**src/rtl/truth_table_capture_pkg.sv**
```systemverilog
// Shared types and signature arithmetic for the truth-table capture block.
package truth_table_capture_pkg;

  typedef enum logic [1:0] {
    S_IDLE   = 2'd0,
    S_DRIVE  = 2'd1,
    S_SAMPLE = 2'd2,
    S_DONE   = 2'd3
  } state_t;

  localparam logic [15:0] SIG_SEED = 16'hFFFF;
  localparam logic [15:0] SIG_POLY = 16'h1021;

  function automatic logic [15:0] sig_next(input logic [15:0] s, input logic [15:0] d);
    return {s[14:0], 1'b0} ^ (s[15] ? SIG_POLY : 16'h0000) ^ d;
  endfunction

endpackage

```
**src/rtl/truth_table_capture_sig_misr.sv**
```systemverilog
// 16-bit MISR: load reseeds, enable folds one data word into the signature.
module sig_misr
  import truth_table_capture_pkg::*;
(
  input  logic        clk,
  input  logic        rst,
  input  logic        i_load,
  input  logic        i_en,
  input  logic [15:0] i_data,
  output logic [15:0] o_sig
);

  logic [15:0] r_sig;

  always_ff @(posedge clk or posedge rst) begin
    if (rst)         r_sig <= SIG_SEED;
    else if (i_load) r_sig <= SIG_SEED;
    else if (i_en)   r_sig <= sig_next(r_sig, i_data);
  end

  assign o_sig = r_sig;

endmodule

```
**src/rtl/truth_table_capture.sv**
```systemverilog
// Sweeps every stimulus code into a combinational circuit, captures each
// response row into a register table and compresses the responses into a MISR.
module truth_table_capture
  import truth_table_capture_pkg::*;
#(
  parameter int N_IN  = 3,
  parameter int N_OUT = 10
) (
  input  logic             clk,
  input  logic             rst,
  input  logic             start,
  output logic [N_IN-1:0]  x,
  input  logic [N_OUT-1:0] f,
  output logic             busy,
  output logic             done,
  input  logic [N_IN-1:0]  rd_addr,
  output logic [N_OUT-1:0] rd_data,
  input  logic [15:0]      exp_sig,
  output logic [15:0]      sig,
  output logic             match
);

  localparam int ROWS = 1 << N_IN;

  state_t           r_state, w_next;
  logic [N_IN:0]    r_idx;
  logic [N_IN-1:0]  r_x;
  logic [N_OUT-1:0] r_table [ROWS];
  logic             r_match;
  logic             w_last, w_load, w_en;
  logic [15:0]      w_f_ext, w_sig;

  // idx carries one extra bit so the last-row compare cannot alias to row 0
  assign w_last  = (r_idx == (N_IN+1)'(ROWS-1));
  assign w_f_ext = 16'(f);

  always_ff @(posedge clk or posedge rst) begin
    if (rst) r_state <= S_IDLE;
    else     r_state <= w_next;
  end

  always_comb begin
    w_next = r_state;
    case (r_state)
      S_IDLE:   if (start) w_next = S_DRIVE;
      S_DRIVE:  w_next = S_SAMPLE;
      S_SAMPLE: w_next = w_last ? S_DONE : S_DRIVE;
      S_DONE:   w_next = S_IDLE;
      default:  w_next = S_IDLE;
    endcase
  end

  always_comb begin
    busy   = (r_state == S_DRIVE) || (r_state == S_SAMPLE);
    done   = (r_state == S_DONE);
    w_load = (r_state == S_IDLE) && start;
    w_en   = (r_state == S_SAMPLE);
  end

  always_ff @(posedge clk or posedge rst) begin
    if (rst) begin
      r_idx   <= '0;
      r_x     <= '0;
      r_match <= 1'b0;
      for (int i = 0; i < ROWS; i++) r_table[i] <= '0;
    end else begin
      case (r_state)
        S_IDLE:   if (start) r_idx <= '0;
        S_DRIVE:  r_x <= r_idx[N_IN-1:0];
        S_SAMPLE: begin
          r_table[r_idx[N_IN-1:0]] <= f;
          if (!w_last) r_idx <= r_idx + (N_IN+1)'(1);
        end
        S_DONE:   r_match <= (w_sig == exp_sig);
        default:  ;
      endcase
    end
  end

  sig_misr u_misr (
    .clk    (clk),
    .rst    (rst),
    .i_load (w_load),
    .i_en   (w_en),
    .i_data (w_f_ext),
    .o_sig  (w_sig)
  );

  assign x       = r_x;
  assign sig     = w_sig;
  assign match   = r_match;
  assign rd_data = r_table[rd_addr];

endmodule

```
**config.mk**
```make
export PLATFORM = sky130hd
export DESIGN_NAME = truth_table_capture
export DESIGN_NICKNAME = d
export VERILOG_FILES = /design/src/rtl/truth_table_capture_pkg.sv /design/src/rtl/truth_table_capture_sig_misr.sv /design/src/rtl/truth_table_capture.sv
export SDC_FILE = /design/constraint.sdc
export NUM_CORES = 1
export LEC_CHECK = 0
export CAP_MARGIN = 20
export CORE_AREA = 2 2 115 117
export DETAILED_ROUTE_END_ITERATION = 10
export DIE_AREA = 0 0 117 119
export HOLD_SLACK_MARGIN = 0.02
export PLACE_DENSITY = 0.68
export SYNTH_ARGS = -nofsm -noshare
export SYNTH_HDL_FRONTEND = slang
export SYNTH_HIERARCHICAL = 1
export SYNTH_SLANG_ARGS = --single-unit
```
**constraint.sdc**
```tcl
create_clock -name clk -period 3.3 [get_ports clk]
set_input_delay 0.66 -clock clk [delete_from_list [all_inputs] [get_ports clk]]
set_output_delay 0.66 -clock clk [all_outputs]
set_load 0.02 [all_outputs]
```
After elaboration in Yosys (flattened, before gate mapping)
Index checks and enable logic that the tools add are counted.

Register bits: 106. Latch bits: 0. Memory bits (writable): 0. Bits in read-only memories: 0. Input port bits: 32. Output and inout port bits: 32. Logic and storage cells: 50. Memories kept: 0.

Add/sub/neg operators: 1. Multiply operators: 0. Div/mod/pow operators: 0. Magnitude comparators: 3. Equal/unequal tests: 7. Shifts and indexed selects: 0. Multiplexer cells: 15. Bitwise logic cells: 4. Reductions and logical operators: 7.

Operator list (number): $bwmux 80 (1); $mux 16 (2); $bmux 10 s3 (1); $demux 10 s3 (1); $mux 10 (3); $eq 16x16->1 (1); $xor 16x10->16 (1); $xor 16x16->16 (1); $mux 13 (1); $ge 4x4->1 const B (2); $mux 4 (2); $not 3->4 (2); $pmux 2 s4 (1); $pmux 4 s2 (1); $add 4x1->4 const B (1); $eq 2x2->1 const B (2); $eq 4x3->1 const B (1); $lt 4x1->1 const B (1); $mux 2 (2); $ne 2x2->1 const B (2); $reduce_bool 2->1 (2); $reduce_and 3->1 (1); $eq 2x1->1 const B (1); $logic_and 1x1->1 (2); other kinds (2) (2).

Logic depth before layout (Yosys ltp)
Gate-level depths: netlist (run 1).

Depth after elaboration: 6. Depth in mapped cells: 7.

Cells and area by module
Netlist (run 1), hierarchy kept.

Modules (own cells, without submodules): truth_table_capture (instances 1, cells each 283, area an instance 4365.4 um^2, seq. area each 2252.2 um^2); sig_misr (instances 1, cells each 70, area an instance 857.1 um^2, seq. area each 420.4 um^2).

Least setup slack after synthesis (run 1)
OpenSTA, ideal clock, no wires.

Path type: input port to output port. Start: input rd_addr[0]. End: output rd_data[0]. Arrival: 1.676 ns. Required time: 2.640 ns. Slack: 0.964 ns. Stages: 3. Buffers on the path: 1. Path through: buf_4 -> mux4_2 -> mux2_2.

Cells in the longest elaborated chain, start to end: 4.

Ends and longest elaborated chain: start, declared (RTL line truth_table_capture.sv:16) `input logic [N_IN-1:0] rd_addr,`; $not 3->4 (implied by the code) (RTL line truth_table_capture.sv:92) `assign rd_data = r_table[rd_addr];`; $bmux 10 s3 (RTL line truth_table_capture.sv:92); $mux 10 (implied by the code) (2 in series) (RTL line truth_table_capture.sv:92); end, declared (RTL line truth_table_capture.sv:17) `output logic [N_OUT-1:0] rd_data,`.

Every way passes these cells. The select of a mux whose other input is x is not followed.

Worst setup path after layout (run 1)
Start: input rd_addr[0]. End: output rd_data[9].

Same word-level chain as after synthesis.

==> results of run 1 <==
stage by stage:
| step | cells | power, mW | setup slack, ns |
|---|---|---|---|
| after global routing | 606 | 5.71 | 0.0446 |
| after global placement | 590 | 4.21 | -0.0982 |
| final | 606 | 5.38 | 0.104 |
| after CTS | 606 | 5.45 | 0.0925 |
| after detailed placement | 590 | 4.28 | -0.128 |
| after floorplan | 358 | 3.63 | 0.305 |
cell usage after synthesis:
| cell | count | area share (%) |
|---|---|---|
| conb_1 | 1 | 0.072 |
| dfrtp_1 | 90 | 43 |
| buf_2 | 7 | 0.67 |
| inv_1 | 5 | 0.36 |
| and2_1 | 1 | 0.12 |
| o21ai_0 | 4 | 0.38 |
| a21oi_1 | 2 | 0.19 |
| mux2i_1 | 1 | 0.19 |
| nor3_1 | 2 | 0.19 |
| clkbuf_1 | 4 | 0.29 |
| xnor2_1 | 17 | 2.9 |
| o31ai_1 | 3 | 0.43 |
| xor2_1 | 14 | 2.3 |
| nor4_1 | 1 | 0.12 |
| nand4_1 | 4 | 0.48 |
| nand3_1 | 2 | 0.19 |
| and4b_2 | 1 | 0.22 |
| nor3b_1 | 2 | 0.29 |
| nand4_2 | 1 | 0.24 |
| buf_6 | 2 | 0.43 |
| nand2_1 | 3 | 0.22 |
| mux4_2 | 20 | 8.6 |
| nor3_4 | 2 | 0.62 |
| mux2_2 | 94 | 20 |
| nor2_1 | 1 | 0.072 |
| nand4b_1 | 3 | 0.50 |
| nand2_4 | 1 | 0.22 |
| buf_1 | 1 | 0.072 |
| ha_1 | 6 | 1.4 |
| xor3_1 | 2 | 0.91 |
| nand2b_4 | 1 | 0.26 |
| dfstp_2 | 16 | 8.0 |
| nor2b_1 | 18 | 2.2 |
| buf_4 | 5 | 0.72 |
| a211o_1 | 16 | 2.7 |
worst min path at each step:
| stage | start | to |
|---|---|---|
| floorplan | r_table[10] | r_table[10] |
| global placement | r_table[44] | r_table[44] |
| detailed placement | r_table[15] | r_table[15] |
| CTS | r_table[10] | r_table[10] |
| global route | r_table[44] | r_table[44] |
| finish | r_table[12] | r_table[12] |
routing by layer:
layer / vias up / wire, um
li1: 1434 / -
met1: 1656 / 4910
met2: 63 / 5430
met3: 7 / 425
met4: 0 / 96
met5: - / 0
cells by family after synthesis:
kind of cell    Yosys count  synth area share [%]
simple gates             43                  5.89
compound gates           25                  3.69
mux                     115                  29.1
buf+inv                  24                  2.54
flops                   106                  51.2
xor+xnor                 33                  6.11
fa+ha+maj                 6                  1.44
other cells               1                0.0718
registers in the layout (all words and copies together), names as in the netlist:
signal and flops:
match 1, r_idx 4, r_state 2, r_table 80, u_misr/o_sig 16, x 3
power breakdown:
| part | internal (mW) | switching, mW |
|---|---|---|
| clock | 0.695 | 0.483 |
| combinational | 1.15 | 0.818 |
| sequential | 1.85 | 0.379 |
| total | 3.70 | 1.68 |
final cells by class:
type,count,area (sq um)
fillers,1127,6450
inverters,5,20.0
multi-input cells,228,2440
well taps,176,220
clock inverters,6,95.1
clock buffers,10,239
flip-flops and latches,106,2670
repair buffers,75,746
==> results_dict.tcl, run 1 <==
set metrics [dict create \
    gpl.final_weighted_congestion 0.723 \
    cts_root_buffer "clkbuf_16" \
    die_h_um 119 \
    die_width_um 117 \
    regToRegSetupSlack_ns 1.04 \
    cts.reportedPaths.clkPinSlew_ns 0.07 \
    design.die.area_sq_um 13900 \
    max-slew-margin-rel_pct 51.8 \
    totalNegativeSetupSlack_ns 0 \
    power_per_cell_area_nw_per_um2 837 \
    drt-total-wl_um 10900 \
    status "complete, no violations" \
    critPathRequiredTime_ns 2.64 \
    synthDistinctLibCells 35 \
    slew_violations 0 \
    remaining_drc_errors 0 \
    fin_crit_sh_pct 96.8 \
    cp_launch_type "primary input" \
    cts_repair_resize_count 10 \
    synth-seq-cells 106 \
    layout.cells.most_common "mux2_2" \
    min_path_type "flip-flop to flip-flop" \
    coreArea_sq_um 12900 \
    cell_chain_critical_path "clkdlybuf4s50_1, buf_12, mux4_2, mux2_2, dlygate4sd2_1" \
    global_route_met2_utilization_pct 27.3 \
    setup_viol 0 \
    grtUsageMet3_pct 3.41 \
    grt_antenna_before_repair 0 \
    crit_start "rd_addr[0]" \
    cp-end-kind "primary output" \
    ant_nets 0 \
    critPathCapture "rd_data[9]" \
    tritoncts_sinks 106 \
    final_hold_viol_count 0 \
    fin_worst_skew_ns 0.00642 \
    depth_of_the_worst_register_to_register_path 5 \
    maximum_count_of_clock_buffers_along_a_single_path 2 \
    mappedNetlistArea_sq_um 5220 \
    maximum_number_of_pins_on_one_net_before_global_route_repair 58 \
    fp-row-count 42 \
    routed_via_count 3160 \
    gr-usage-met1_pct 22.6 \
    maxCapViolCount 0 \
    grt_remaining_overflow 0 \
    timing_worst_slew_pin_value_ns 0.720 \
    path_buf_inv 3 \
    detailed_router_s_first_iteration_violation_count 147 \
    drt-pass1-iter-count 4 \
    grt_first_pass_wirelength_um 17400 \
    grt_usage_pct 16.5 \
    cp_max_fo 20 \
    final.min_clock_period_ns 3.20 \
    end_of_the_worst_register_to_register_path "r_table[0]" \
    max-vdd-ir-drop_mv 0.277 \
    initial_core_util_pct 40.6 \
    clock_insertion_delay_at_the_later_pin_of_the_skew_report_ns 0.34 \
    synth.avg_cell_area_sq_um 14.8 \
    syn-instance-count 353 \
    finalHoldWorstSlack_ns 0.502 \
    proportion_of_layout_cells_with_a_drive_suffix_above_1_pct 38.4 \
    critical_path_depth 5 \
    worst_path_largest_cell_delay_ns 0.52 \
    worst_ep_arrival_time_ns 2.54 \
    routed_via_density 5.21 \
    achievable-frequency_mhz 313 \
    holdBufCountCts 0 \
    p_leak_nw 2.63 \
    grt_pass1_vias 3265 \
    io_buffers 63 \
    worst_r2r_start "r_state[0]" \
    final_cell_area_sq_um 6430 \
    placed_cell_areas_sq_um 6110 \
    most-common-layout-cells "mux2_2, dfrtp_1, clkdlybuf4s50_1" \
    routedWlPerCell_um 17.9 \
    tritoncts "done" \
    grt_busiest_layer "met2" \
    utilization_of_the_core_after_routing_pct 49.9 \
    crit_type "primary input to primary output" \
    floorplan.io_pins 64 \
    hold-path-cell-count 1 \
    synthesis.yosys.warnings 6 \
    dp_hpwl_um 7100 \
    crit_path_top_delay_cell "mux4_2" \
    final_net_count 463 \
    rsz0062_at_grt "no" \
    ys_seq_area_share_pct 51.2 \
    cts_inserted_buffers 9 \
    post_cts_setup_driven_buffer_insertion_count 0 \
    insertedDiodeCount 0 \
    critical_path.top_delay_family "buffers and inverters" \
    clock_tree.htree_level_count 3 \
    area.growth.synth_to_final_pct 23.1 \
]
(Power assumes the default switching activity.)
==> run 2: changes to the inputs <==
--- a/config.mk
+++ b/config.mk
@@ -7,10 +7,12 @@
 export LEC_CHECK = 0
 export CAP_MARGIN = 20
 export CORE_AREA = 2 2 115 117
+export CTS_BUF_LIST = sky130_fd_sc_hd__clkbuf_8
 export DETAILED_ROUTE_END_ITERATION = 10
 export DIE_AREA = 0 0 117 119
+export DONT_BUFFER_PORTS = 1
 export HOLD_SLACK_MARGIN = 0.02
-export PLACE_DENSITY = 0.68
+export PLACE_DENSITY = 0.62
 export SYNTH_ARGS = -nofsm -noshare
 export SYNTH_HDL_FRONTEND = slang
 export SYNTH_HIERARCHICAL = 1
==> run 2 against run 1 <==
  * Power down 14%
  * Count of clock-buffer cells in the layout increased by 1
  * Worst hold slack got worse by 0.23 ns
  * Fmax grew 36%
  * Worst setup slack better by 0.85 ns
  * First-iteration DRC count shrank 3.4%
==> results_dict.tcl, run 2 (synthesized netlist as in run 1, its figures left out) <==
set metrics [dict create \
    dp_cells 521 \
    final_hold_viol_count 0 \
    clock_insertion_delay_at_the_later_pin_of_the_skew_report_ns 0.38 \
    worst_ep_arrival_time_ns 2.62 \
    timing_worst_slew_pin_value_ns 0.818 \
    cts_inserted_buffers 9 \
    number_of_flip_flops_in_the_largest_register 80 \
    layout.cells.most_common "mux2_2" \
    die_h_um 119 \
    area.growth.synth_to_final_pct 7.14 \
    routedWlPerCell_um 19.9 \
    dp_hpwl_um 6870 \
    max-vdd-ir-drop_mv 0.454 \
    post_cts_setup_driven_buffer_insertion_count 0 \
    holdBufCountCts 0 \
    tritoncts_sinks 106 \
    status "complete, no violations" \
    routed_via_count 2886 \
    grt_antenna_before_repair 0 \
    die_width_um 117 \
    fp-row-count 42 \
    cp_launch_type "flip-flop" \
    achievable-frequency_mhz 427 \
    cts.reportedPaths.clkPinSlew_ns 0.10 \
    remaining_drc_errors 0 \
    top_register "r_table" \
    cts_root_buffer "clkbuf_8" \
    design.die.area_sq_um 13900 \
    critPathRequiredTime_ns 3.57 \
    crit_type "flip-flop to flip-flop" \
    gpl.final_weighted_congestion 0.771 \
    instances_no_fill 537 \
    p_leak_nw 2.26 \
    finalHoldWorstSlack_ns 0.274 \
    setup_viol 0 \
    totalNegativeSetupSlack_ns 0 \
    maximum_count_of_clock_buffers_along_a_single_path 2 \
    min_path_type "primary input to asynchronous set/reset pin" \
    worst_path_largest_cell_delay_ns 0.64 \
    cell_chain_critical_path "inv_1, ha_1, nand4b_1, mux2_2" \
    final_net_count 394 \
    maxCapViolCount 0 \
    drt-total-wl_um 10700 \
    path_buf_inv 1 \
    routed_via_density 5.37 \
    floorplan.io_pins 64 \
    initial_core_util_pct 40.6 \
    utilization_of_the_core_after_routing_pct 43.5 \
    cp-end-kind "flip-flop" \
    most-common-layout-cells "mux2_2, dfrtp_1, mux4_2" \
    insertedDiodeCount 0 \
    slew_violations 0 \
    fin_crit_sh_pct 71.0 \
    grt_remaining_overflow 0 \
    grt_first_pass_wirelength_um 16800 \
    final.min_clock_period_ns 2.34 \
    drt-pass1-iter-count 4 \
    coreArea_sq_um 12900 \
    clock_tree.htree_level_count 3 \
    grt_pass1_vias 3009 \
    crit_path_top_delay_cell "nand4b_1" \
    proportion_of_layout_cells_with_a_drive_suffix_above_1_pct 43.8 \
    maximum_number_of_pins_on_one_net_before_global_route_repair 50 \
    rsz0062_at_grt "no" \
    ant_nets 0 \
    max-slew-margin-rel_pct 45.4 \
    grt_usage_pct 16.5 \
    cp_max_fo 13 \
    io_buffers 0 \
    detailed_router_s_first_iteration_violation_count 142 \
    tritoncts "done" \
    power_per_cell_area_nw_per_um2 825 \
    fin_worst_skew_ns 0.00623 \
    critical_path.top_delay_family "simple AND/OR/NAND/NOR gates" \
    cts_repair_resize_count 0 \
]
## run 2: cell types whose count changed in the layout (fill, tap and decap cells not counted)
cell	delta
buf_4	-4
clkdlybuf4s50_1	-53
inv_6	-1
clkinvlp_4	+1
inv_1	+1
bufinv_16	-2
buf_12	-2
clkbuf_8	+10
dlygate4sd2_1	-10
clkbuf_16	-9
## run 2: through the flow
stage	power, mW	setup slack (ns)	area [sq um]
3_5_place_dp	3.89	0.896	5410
6_report	4.61	0.955	5600
3_3_place_gp	3.82	1.04	5410
2_1_floorplan	3.63	0.305	5240
5_1_grt	4.92	0.784	5600
4_1_cts	4.68	0.882	5600
## run 2: routing by layer
| metal | part of all wire (%) | GRT usage [%] | wire, um |
|---|---|---|---|
| met1 | 45 | 22.6 | 4810 |
| met2 | 49 | 26.3 | 5230 |
| met3 | 5.1 | 4.43 | 540 |
| met4 | 1.0 | 3.97 | 110 |
| met5 | 0 | 0 | 0 |
## run 2: worst reg2reg max path: cells and delay by family, from the launching register on
kind | cells | cell delay (ns)
fa+ha+maj | 1 | 0.54
buf+inv | 1 | 0.15
flops | 1 | 0.41
mux | 1 | 0.50
simple gates | 1 | 0.64
## run 2: where the power goes
group          leakage (nW)  switching [mW]  internal [mW]
Sequential             1.24           0.523           1.85
Combinational         0.928           0.590          0.876
Clock                0.0977           0.450          0.320
Total                  2.26            1.56           3.05
## run 2: path summary, 6_finish.rpt
kind,startpoint,to,slack (ns),depth (start not counted)
min in group clk,f[5],r_table[25],0.42,1
worst max register to register,r_state[0],r_table[44],0.96,4
worst min register to register,r_table[18],r_table[18],0.51,1
max in group asynchronous,rst,r_table[16],2.30,2
worst min-delay path,rst,match,0.27,1
worst max-delay path,r_state[0],r_table[44],0.96,4
## run 2: layout make-up
cell class / count / area (sq um)
Timing Repair Buffer: 6 / 57.6
Multi-Input combinational cell: 228 / 2440
Fill cell: 1168 / 7280
Sequential cell: 106 / 2670
Tap cell: 176 / 220
Clock inverter: 5 / 37.5
Clock buffer: 11 / 151
Inverter: 5 / 20.0
